<file path="config.mk">
export PLATFORM = sky130hd
export DESIGN_NAME = xrv_issue_ctrl
export DESIGN_NICKNAME = d
export VERILOG_FILES = /design/src/rtl/xrv_issue_ctrl_pkg.sv /design/src/rtl/xrv_inst_fifo.sv /design/src/rtl/xrv_issue_ctrl.sv
export SDC_FILE = /design/constraint.sdc
export NUM_CORES = 1
export LEC_CHECK = 0
export CAP_MARGIN = 10
export CELL_PAD_IN_SITES_DETAIL_PLACEMENT = 0
export CELL_PAD_IN_SITES_GLOBAL_PLACEMENT = 2
export CORE_MARGIN = 2
export CORE_UTILIZATION = 30
export DETAILED_ROUTE_END_ITERATION = 8
export PLACE_DENSITY = 0.77
export RECOVER_POWER = 25
export SYNTH_ARGS = -nofsm -noshare
export SYNTH_HDL_FRONTEND = slang
export SYNTH_SLANG_ARGS = --single-unit
</file>
<file path="constraint.sdc">
create_clock -name clk -period 8.8 [get_ports clk]
set_input_delay 0.88 -clock clk [delete_from_list [all_inputs] [get_ports clk]]
set_output_delay 0.88 -clock clk [all_outputs]
set_load 0.01 [all_outputs]
</file>
<file path="src/rtl/xrv_issue_ctrl_pkg.sv">
// Shared definitions for the issue controller slice.
//  - RV32 major opcodes consulted by the load-use hazard check
//  - issue FSM state encoding
//  - fetch beat record held in the instruction buffer
//  - use_rs1 / use_rs2: which opcodes actually read rs1 / rs2
package xrv_issue_ctrl_pkg;

  localparam logic [6:0] OP_JALR     = 7'b1100111;
  localparam logic [6:0] OP_BRANCH   = 7'b1100011;
  localparam logic [6:0] OP_LOAD     = 7'b0000011;
  localparam logic [6:0] OP_STORE    = 7'b0100011;
  localparam logic [6:0] OP_IMM      = 7'b0010011;
  localparam logic [6:0] OP_REG      = 7'b0110011;
  // M-extension shares the OP major opcode; funct7 tells them apart, which
  // does not matter for operand usage.
  localparam logic [6:0] OP_MULT_DIV = 7'b0110011;

  typedef enum logic [1:0] {
    RUN    = 2'd0,
    BUBBLE = 2'd1,
    KILL   = 2'd2
  } issue_st_e;

  typedef struct packed {
    logic        compressed;
    logic [31:0] pc;
    logic [31:0] inst;
  } fetch_beat_t;

  function automatic logic use_rs1(input logic [6:0] op);
    return op inside {OP_JALR, OP_BRANCH, OP_LOAD, OP_STORE, OP_IMM, OP_REG, OP_MULT_DIV};
  endfunction

  function automatic logic use_rs2(input logic [6:0] op);
    return op inside {OP_BRANCH, OP_STORE, OP_REG, OP_MULT_DIV};
  endfunction

endpackage

</file>
<file path="src/rtl/xrv_inst_fifo.sv">
// Circular instruction buffer with wrap-bit pointers.
// Ports:
//  clk, rstb   clock, synchronous active-low reset (pointers only)
//  clr_i       drop every entry (pointers return to 0)
//  trunc_i     keep only the head: write ptr := read ptr + 1 (used with pop_i,
//              so the buffer ends up empty after the head leaves)
//  push_i      write wdata_i at the write pointer
//  pop_i       advance the read pointer
//  rdata_o     head entry
//  full_o      all DEPTH entries occupied
//  empty_o     no entries
module xrv_inst_fifo
  import xrv_issue_ctrl_pkg::*;
#(
  parameter int unsigned DEPTH = 2
) (
  input  logic        clk,
  input  logic        rstb,
  input  logic        clr_i,
  input  logic        trunc_i,
  input  logic        push_i,
  input  fetch_beat_t wdata_i,
  input  logic        pop_i,
  output fetch_beat_t rdata_o,
  output logic        full_o,
  output logic        empty_o
);

  localparam int unsigned AW = $clog2(DEPTH);
  localparam logic [AW:0] PTR_ONE = (AW + 1)'(1);

  logic [AW:0] wr_q, wr_d;
  logic [AW:0] rd_q, rd_d;
  fetch_beat_t mem_q [DEPTH];

  always_comb begin
    wr_d = wr_q;
    rd_d = rd_q;
    if (clr_i) begin
      wr_d = '0;
      rd_d = '0;
    end else begin
      if (pop_i) rd_d = rd_q + PTR_ONE;
      if (trunc_i)     wr_d = rd_q + PTR_ONE;
      else if (push_i) wr_d = wr_q + PTR_ONE;
    end
  end

  always_ff @(posedge clk) begin
    if (!rstb) begin
      wr_q <= '0;
      rd_q <= '0;
    end else begin
      wr_q <= wr_d;
      rd_q <= rd_d;
    end
  end

  // Storage carries no reset; the pointers alone define what is valid.
  always_ff @(posedge clk) begin
    if (push_i && !clr_i && !trunc_i) mem_q[wr_q[AW-1:0]] <= wdata_i;
  end

  assign full_o  = (wr_q[AW-1:0] == rd_q[AW-1:0]) && (wr_q[AW] != rd_q[AW]);
  assign empty_o = (wr_q == rd_q);
  assign rdata_o = mem_q[rd_q[AW-1:0]];

endmodule

</file>
<file path="src/rtl/xrv_issue_ctrl.sv">
// Issue controller between fetch and the decoder.
// Buffers fetch beats and presents the head to the decoder when it is safe:
// inserts load-use bubbles against the instruction in EX, holds on EX stall,
// discards wrong-path work on decoder JAL redirect and on EX flush.
// Ports:
//  clk, rstb                      clock, synchronous active-low reset
//  flush                          EX redirect; kills buffered and incoming work
//  if_inst/if_pc/if_compressed    fetch beat payload
//  if_valid / if_ready            fetch handshake
//  id_inst/id_pc/id_compressed    head payload to the decoder (0 when empty)
//  id_valid                       issue strobe
//  id_jmp                         decoder JAL redirect, same cycle as id_valid
//  ex_valid/ex_op_load/ex_dest    EX instruction info for hazard detection
//  ex_stall                       EX cannot take a new instruction
//  bubble                         load-use bubble inserted this cycle
module xrv_issue_ctrl
  import xrv_issue_ctrl_pkg::*;
#(
  parameter int unsigned DEPTH    = 2,
  parameter int unsigned KILL_CYC = 1
) (
  input  logic        clk,
  input  logic        rstb,
  input  logic        flush,
  input  logic [31:0] if_inst,
  input  logic [31:0] if_pc,
  input  logic        if_compressed,
  input  logic        if_valid,
  output logic        if_ready,
  output logic [31:0] id_inst,
  output logic [31:0] id_pc,
  output logic        id_compressed,
  output logic        id_valid,
  input  logic        id_jmp,
  input  logic        ex_valid,
  input  logic        ex_op_load,
  input  logic [4:0]  ex_dest,
  input  logic        ex_stall,
  output logic        bubble
);

  localparam int unsigned CNT_W = (KILL_CYC > 1) ? $clog2(KILL_CYC) : 1;
  localparam logic [CNT_W-1:0] KILL_LOAD = CNT_W'(KILL_CYC - 1);
  localparam logic [CNT_W-1:0] CNT_ONE   = CNT_W'(1);

  issue_st_e        state_q;
  logic [CNT_W-1:0] cnt_q;

  fetch_beat_t wbeat;
  fetch_beat_t head;
  logic        full;
  logic        empty;
  logic        push;
  logic        trunc;
  logic [6:0]  head_op;
  logic        haz;
  logic        can_issue;

  assign wbeat = '{compressed: if_compressed, pc: if_pc, inst: if_inst};

  // Ready is also held low while reset is asserted so nothing is captured.
  assign if_ready = rstb && !full && (state_q != KILL);
  assign push     = if_valid && if_ready && !flush && !id_jmp;

  assign head_op = head.inst[6:0];
  assign haz = ex_valid && ex_op_load && (ex_dest != 5'd0) &&
               ((use_rs1(head_op) && (ex_dest == head.inst[19:15])) ||
                (use_rs2(head_op) && (ex_dest == head.inst[24:20])));

  assign can_issue = !empty && (state_q == RUN) && !ex_stall && !flush;
  assign id_valid  = can_issue && !haz;
  assign bubble    = can_issue && haz;

  // A JAL redirect keeps only the issuing head; younger entries are wrong-path.
  assign trunc = id_valid && id_jmp;

  assign id_inst       = empty ? 32'd0 : head.inst;
  assign id_pc         = empty ? 32'd0 : head.pc;
  assign id_compressed = empty ? 1'b0  : head.compressed;

  xrv_inst_fifo #(
    .DEPTH (DEPTH)
  ) u_fifo (
    .clk     (clk),
    .rstb    (rstb),
    .clr_i   (flush),
    .trunc_i (trunc),
    .push_i  (push),
    .wdata_i (wbeat),
    .pop_i   (id_valid),
    .rdata_o (head),
    .full_o  (full),
    .empty_o (empty)
  );

  // BUBBLE lasts one cycle: by then EX has consumed the load (ex_valid drops),
  // so the hazard has cleared. KILL covers the fetch in-flight window.
  always_ff @(posedge clk) begin
    if (!rstb) begin
      state_q <= RUN;
      cnt_q   <= '0;
    end else begin
      case (state_q)
        RUN: begin
          if (flush) begin
            state_q <= KILL;
            cnt_q   <= KILL_LOAD;
          end else if (bubble) begin
            state_q <= BUBBLE;
          end
        end
        BUBBLE: begin
          if (flush) begin
            state_q <= KILL;
            cnt_q   <= KILL_LOAD;
          end else begin
            state_q <= RUN;
          end
        end
        KILL: begin
          if (flush)              cnt_q   <= KILL_LOAD;
          else if (cnt_q == '0)   state_q <= RUN;
          else                    cnt_q   <= cnt_q - CNT_ONE;
        end
        default: state_q <= RUN;
      endcase
    end
  end

endmodule

</file>
==> impl_metrics.tcl, run 1 <==
set metrics [dict create \
    cts_buffer_depth 2 \
    status "finished, final reports clean" \
    fin_skew_ns 0.00491 \
    hold_end "state_q[1]" \
    fillers 1662 \
    cap_violations 0 \
    critPathArrivalTime_ns 3.72 \
    die_area_sq_um 19600 \
    finalHoldViolCount 0 \
    drv_slew 0 \
    whs_path_depth 1 \
    syn_avg_cell_area_sq_um 15.5 \
    core-area_sq_um 18000 \
    wl_per_cell_microns 16.3 \
    critical_path_class "register to output port" \
    rrSetupSlack_ns 5.71 \
    wl_microns 12300 \
    rsz0062_at_grt "no" \
    syn_nets 435 \
    drt_iter0_markers 148 \
    yosys-top-cells-area "edfxtp_1 (71%), mux2i_1 (12%), nor2_1 (5.1%), dfxtp_1 (2.5%), xnor2_1 (2.2%)" \
    die_h_microns 140 \
    cts_hold_buf 0 \
    min-delay-start "state_q[1]" \
    worstMarginPinSlew_ns 0.961 \
    slew_headroom 0.359 \
    finalCritPeriodShare 0.522 \
    max_freq_ghz 0.217 \
    yosys_warnings 0 \
    r2r_end "u_fifo.wr_q[1]" \
    vias 3447 \
    cts_buffers 17 \
    grt_use_total 0.128 \
    setup_viol 0 \
    ys_seq_area_frac 0.730 \
    synth-seq-cells 137 \
    worstSetupEndpointType "output port" \
    rows 49 \
    ir_drop_mv 0.123 \
    start_util 0.307 \
    cts_resized 0 \
    drtAntennaViolNets 0 \
    cts_root_buffer "clkbuf_16" \
    powerDensity_nw_per_um2 184 \
    nets 587 \
    cp_max_fo 38 \
    gr-total-overflow 0 \
    reg2reg_depth 7 \
    port_buffers 145 \
    synthCells 357 \
    cts.clk_slew.worst_paths_ns 0.06 \
    hold_path.class "register to register" \
    dp_hpwl_microns 8050 \
    grt_max_degree 67 \
    drc 0 \
    clk_latency_ns 0.41 \
    drive_gt1_frac 0.0768 \
    drtPass1Iterations 4 \
    multiInputGateArea_sq_um 1430 \
    die_w_microns 140 \
    area_delta_synth_final_pct 40.9 \
    power_mw 1.44 \
    h-tree-depth 4 \
    antenna_found_initial 3 \
    worstPathRequired_ns 7.92 \
    startpoint_type "register" \
    ys_types 40 \
    syn-cell-area_sq_um 5540 \
    synth_top_area_frac 0.705 \
    grt_pass1_vias 3585 \
    globalplace.congestion 0.744 \
    finalSetupTns_ns 0 \
    yosysTopAreaCell "edfxtp_1" \
    seqCellArea_sq_um 4050 \
    p_leak_nw 2.44 \
    io_pins 146 \
    grt_pass1_wl_microns 19200 \
    routed_via_density 4.59 \
    cts.sinks 137 \
    cts_tree "done" \
    cts_setup_buffers 0 \
    min_period_ns 4.60 \
]
cell usage in the layout, fill, tap and decap left out, drive strengths merged, types with 3 or more instances in the layout:
cell type	instances
a21oi	6
buf	4
clkbuf	20
clkdlybuf4s50	102
clkinv	7
dfxtp	7
dlygate4sd3	43
edfxtp	130
inv	3
mux2i	65
nand2	3
nand3	4
nor2	76
nor3	3
xnor2	14
power breakdown:
group,switching (mW),internal (mW)
logic,0.0249,0.0371
registers,0.00173,0.719
clock network,0.245,0.409
total,0.271,1.17
cell usage after synthesis:
| cell type | count |
|---|---|
| mux2_2 | 1 |
| and3_1 | 1 |
| buf_6 | 1 |
| or4_1 | 1 |
| a21oi_1 | 6 |
| nor3_1 | 3 |
| edfxtp_1 | 130 |
| nor4b_2 | 1 |
| buf_4 | 2 |
| nor4_1 | 1 |
| and3b_1 | 1 |
| nand2b_1 | 2 |
| mux2i_1 | 65 |
| o21ai_0 | 2 |
| nor2_1 | 75 |
| dfxtp_1 | 7 |
| mux2_1 | 1 |
| a211oi_1 | 1 |
| and4b_1 | 1 |
| o22ai_1 | 1 |
| xor2_1 | 2 |
| a41o_1 | 2 |
| nor2b_1 | 2 |
| or4_4 | 1 |
| buf_1 | 5 |
| a21boi_0 | 1 |
| and4_4 | 1 |
| a31oi_4 | 1 |
| or3b_1 | 1 |
| xnor2_1 | 14 |
| a41oi_1 | 1 |
| inv_1 | 3 |
| o31ai_1 | 1 |
| nand4_1 | 1 |
| nor2_2 | 1 |
| nand2_1 | 3 |
| clkbuf_1 | 8 |
| nand3_1 | 4 |
| o211ai_2 | 1 |
| a2111o_1 | 1 |
worst max-delay path, stage by stage (launching register included):
cell	delay, ns
dfxtp_4	0.73
buf_4	0.62
mux2i_1	0.38
mux2i_1	0.14
nor3_1	0.35
nand3_1	0.11
a21boi_0	0.23
nor2b_1	0.17
clkdlybuf4s50_1	0.55
cells by family after synthesis:
group                  Yosys count  synth area share
XOR/XNOR                        16            0.0253
multiplexers                    67             0.122
AND/OR/NAND/NOR                100            0.0814
flip-flops                     137             0.730
buffers and inverters           19            0.0156
AO/OA/AOI/OAI                   18            0.0258
sequential cells by signal (all words and copies together) (netlist names), named ones only:
| signal | count |
|---|---|
| state_q | 2 |
| u_fifo.rd_q | 2 |
| u_fifo.mem_q | 130 |
| u_fifo.wr_q | 2 |
area by class of cell:
class | instances | share of cell area
well taps | 229 | 0.0367
clock inverters | 11 | 0.0136
diodes | 1 | 0.000321
repair buffers | 149 | 0.190
inverters | 3 | 0.00144
multi-input cells | 201 | 0.183
clock buffers | 20 | 0.0560
flip-flops and latches | 137 | 0.519
metal layers:
metal	wire, microns	global-route usage	vias to the layer above	share of wire
met5	22	0	-	0.0018
met4	170	0.0484	4	0.014
met3	851	0.0496	17	0.069
met2	6060	0.213	101	0.49
met1	5170	0.151	1689	0.42
li1	-	-	1636	-
stage by stage:
stage / utilization / setup slack [ns] / hold slack [ns] / instances / area [sq um]
after floorplan: - / 3.66 / 0.441 / 357 / 5540
after global placement: 0.403 / 4.66 / 0.462 / 719 / 7260
after detailed placement: 0.403 / 4.61 / 0.479 / 719 / 7260
after CTS: 0.433 / 4.15 / 0.499 / 750 / 7800
after global routing: 0.433 / 3.91 / 0.529 / 751 / 7800
final: 0.433 / 4.20 / 0.494 / 751 / 7800
worst max-delay path by stage:
stage                      to  slack, ns  depth (start not counted)
5_1_grt                bubble       3.91                          8
4_1_cts                bubble       4.15                          8
3_3_place_gp           bubble       4.66                          8
3_5_place_dp           bubble       4.61                          8
6_report               bubble       4.20                          8
2_1_floorplan  u_fifo.wr_q[1]       3.66                          6
(Power assumes the default switching activity.)
==> run 2: changes to the inputs <==
PLACE_DENSITY = 0.8   (was 0.77)
clock period = 3.7 ns   (was 8.8 ns; I/O delays follow)
==> run 2 against run 1 <==
  * Clock power grew 130%
  * Die area is the same
  * Clock skew grew 0.0052 ns
  * Highest routed layer unchanged
  * Cell area grew 0.82%
  * Worst hold slack lost 0.0055 ns
  * Power grew 140%
  * Sequential share of layout area shrank 0.42 points
  * Largest power group unchanged
  * Sequential power grew 140%
  * Worst setup slack lost 3.8 ns
==> impl_metrics.tcl, run 2 (same netlist as run 1, synthesis figures left out) <==
set metrics [dict create \
    max_freq_ghz 0.304 \
    mostFrequentLayoutCells "edfxtp_1 (130), clkdlybuf4s50_1 (103), nor2_1 (72)" \
    startpoint_type "register" \
    cts.clk_slew.worst_paths_ns 0.05 \
    ir_drop_mv 0.303 \
    cts_buffers 17 \
    grt_use_total 0.129 \
    worst-path-stages 7 \
    placed_cell_area_sq_um 7300 \
    wl_per_cell_microns 16.5 \
    wl_microns 12500 \
    r2r_end "u_fifo.wr_q[1]" \
    critPathBufInv 2 \
    drt_iter0_markers 142 \
    cap_violations 0 \
    grt_pass1_wl_microns 19300 \
    die_h_microns 140 \
    setup_viol 0 \
    nets 591 \
    port_buffers 145 \
    cts_root_buffer "clkbuf_16" \
    vias 3379 \
    cp_slowest_cell "dfxtp_4" \
    endpoint "bubble" \
    critPathArrivalTime_ns 2.91 \
    rrSetupSlack_ns 1.36 \
    die_area_sq_um 19600 \
    max_stage_delay_ns 0.58 \
    slew_headroom 0.624 \
    drtAntennaViolNets 0 \
    grt_pass1_vias 3631 \
    grt_max_degree 66 \
    drive_gt1_frac 0.0875 \
    globalplace.congestion 0.712 \
    io_pins 146 \
    worstPathRequired_ns 3.33 \
    cts_setup_buffers 0 \
    crit_family "buffers and inverters" \
    cts_tree "done" \
    dp_hpwl_microns 8280 \
    clk_latency_ns 0.41 \
    critical_path_class "register to output port" \
    cts_hold_buf 0 \
    area_delta_synth_final_pct 42.1 \
    worstMarginPinSlew_ns 0.562 \
    die_w_microns 140 \
    finalHoldViolCount 0 \
    mostFrequentLayoutCell "edfxtp_1" \
    antenna_found_initial 3 \
    gr-total-overflow 0 \
    design_area_sq_um 7870 \
    powerDensity_nw_per_um2 431 \
    drc 0 \
    worstSetupEndpointType "output port" \
    drv_slew 0 \
    worstPathCellList "buf_4 > and4b_1 > a31oi_4 > nor2_2 > a21boi_0 > nor2b_1 > clkdlybuf4s50_1" \
    start_util 0.307 \
    core-area_sq_um 18000 \
    drtPass1Iterations 4 \
    cts.sinks 137 \
    h-tree-depth 4 \
    reg2reg_depth 7 \
    routed_via_density 4.47 \
    min_period_ns 3.28 \
    cp_max_fo 21 \
    fin_skew_ns 0.0101 \
    largest_reg_flops 130 \
    p_leak_nw 2.46 \
    rows 49 \
    finalSetupTns_ns 0 \
    finalCritPeriodShare 0.888 \
    cts_buffer_depth 2 \
    hold_path.class "register to register" \
    cts_resized 0 \
    rsz0062_at_grt "no" \
    status "finished, final reports clean" \
]
run 2: worst min-delay path by stage:
stage / start / cells past startpoint / slack [ns] / to
final: state_q[1] / 1 / 0.49 / state_q[1]
after floorplan: state_q[1] / 1 / 0.44 / state_q[1]
after global routing: state_q[1] / 1 / 0.53 / state_q[1]
after detailed placement: state_q[1] / 1 / 0.47 / state_q[1]
after global placement: state_q[1] / 1 / 0.47 / state_q[1]
after CTS: state_q[1] / 1 / 0.48 / state_q[1]
run 2: power breakdown:
group | total (mW) | switching, mW | internal [mW]
combinational | 0.149 | 0.0592 | 0.0895
sequential | 1.71 | 0.00400 | 1.71
clock | 1.53 | 0.617 | 0.914
run 2: stage by stage:
| stage | worst slack (ns) | total power [mW] | hold WS, ns | utilization | cells |
|---|---|---|---|---|---|
| 3_3_place_gp | 0.568 | 1.90 | 0.465 | 0.405 | 722 |
| 6_report | 0.416 | 3.39 | 0.488 | 0.436 | 756 |
| 2_1_floorplan | 0.157 | 1.78 | 0.441 | - | 357 |
| 4_1_cts | 0.0941 | 3.45 | 0.480 | 0.435 | 754 |
| 5_1_grt | 0.150 | 3.52 | 0.525 | 0.436 | 755 |
| 3_5_place_dp | 0.548 | 1.90 | 0.471 | 0.405 | 722 |
run 2: cell type report:
type                            count  area, sq um
Inverter                            3         11.3
Clock buffer                       19          433
Tap cell                          229          287
Sequential cell                   137         4050
Antenna cell                        1         2.50
Timing Repair Buffer              153         1550
Fill cell                        1667        10200
Multi-Input combinational cell    201         1430
Clock inverter                     13          106
run 2: per-layer routing:
| layer | share of wire | global-route usage | vias up |
|---|---|---|---|
| met3 | 0.067 | 0.0509 | 16 |
| met2 | 0.46 | 0.205 | 98 |
| met1 | 0.45 | 0.160 | 1616 |
| met4 | 0.015 | 0.0495 | 4 |
| met5 | 0.0018 | 0 | - |
| li1 | - | - | 1645 |
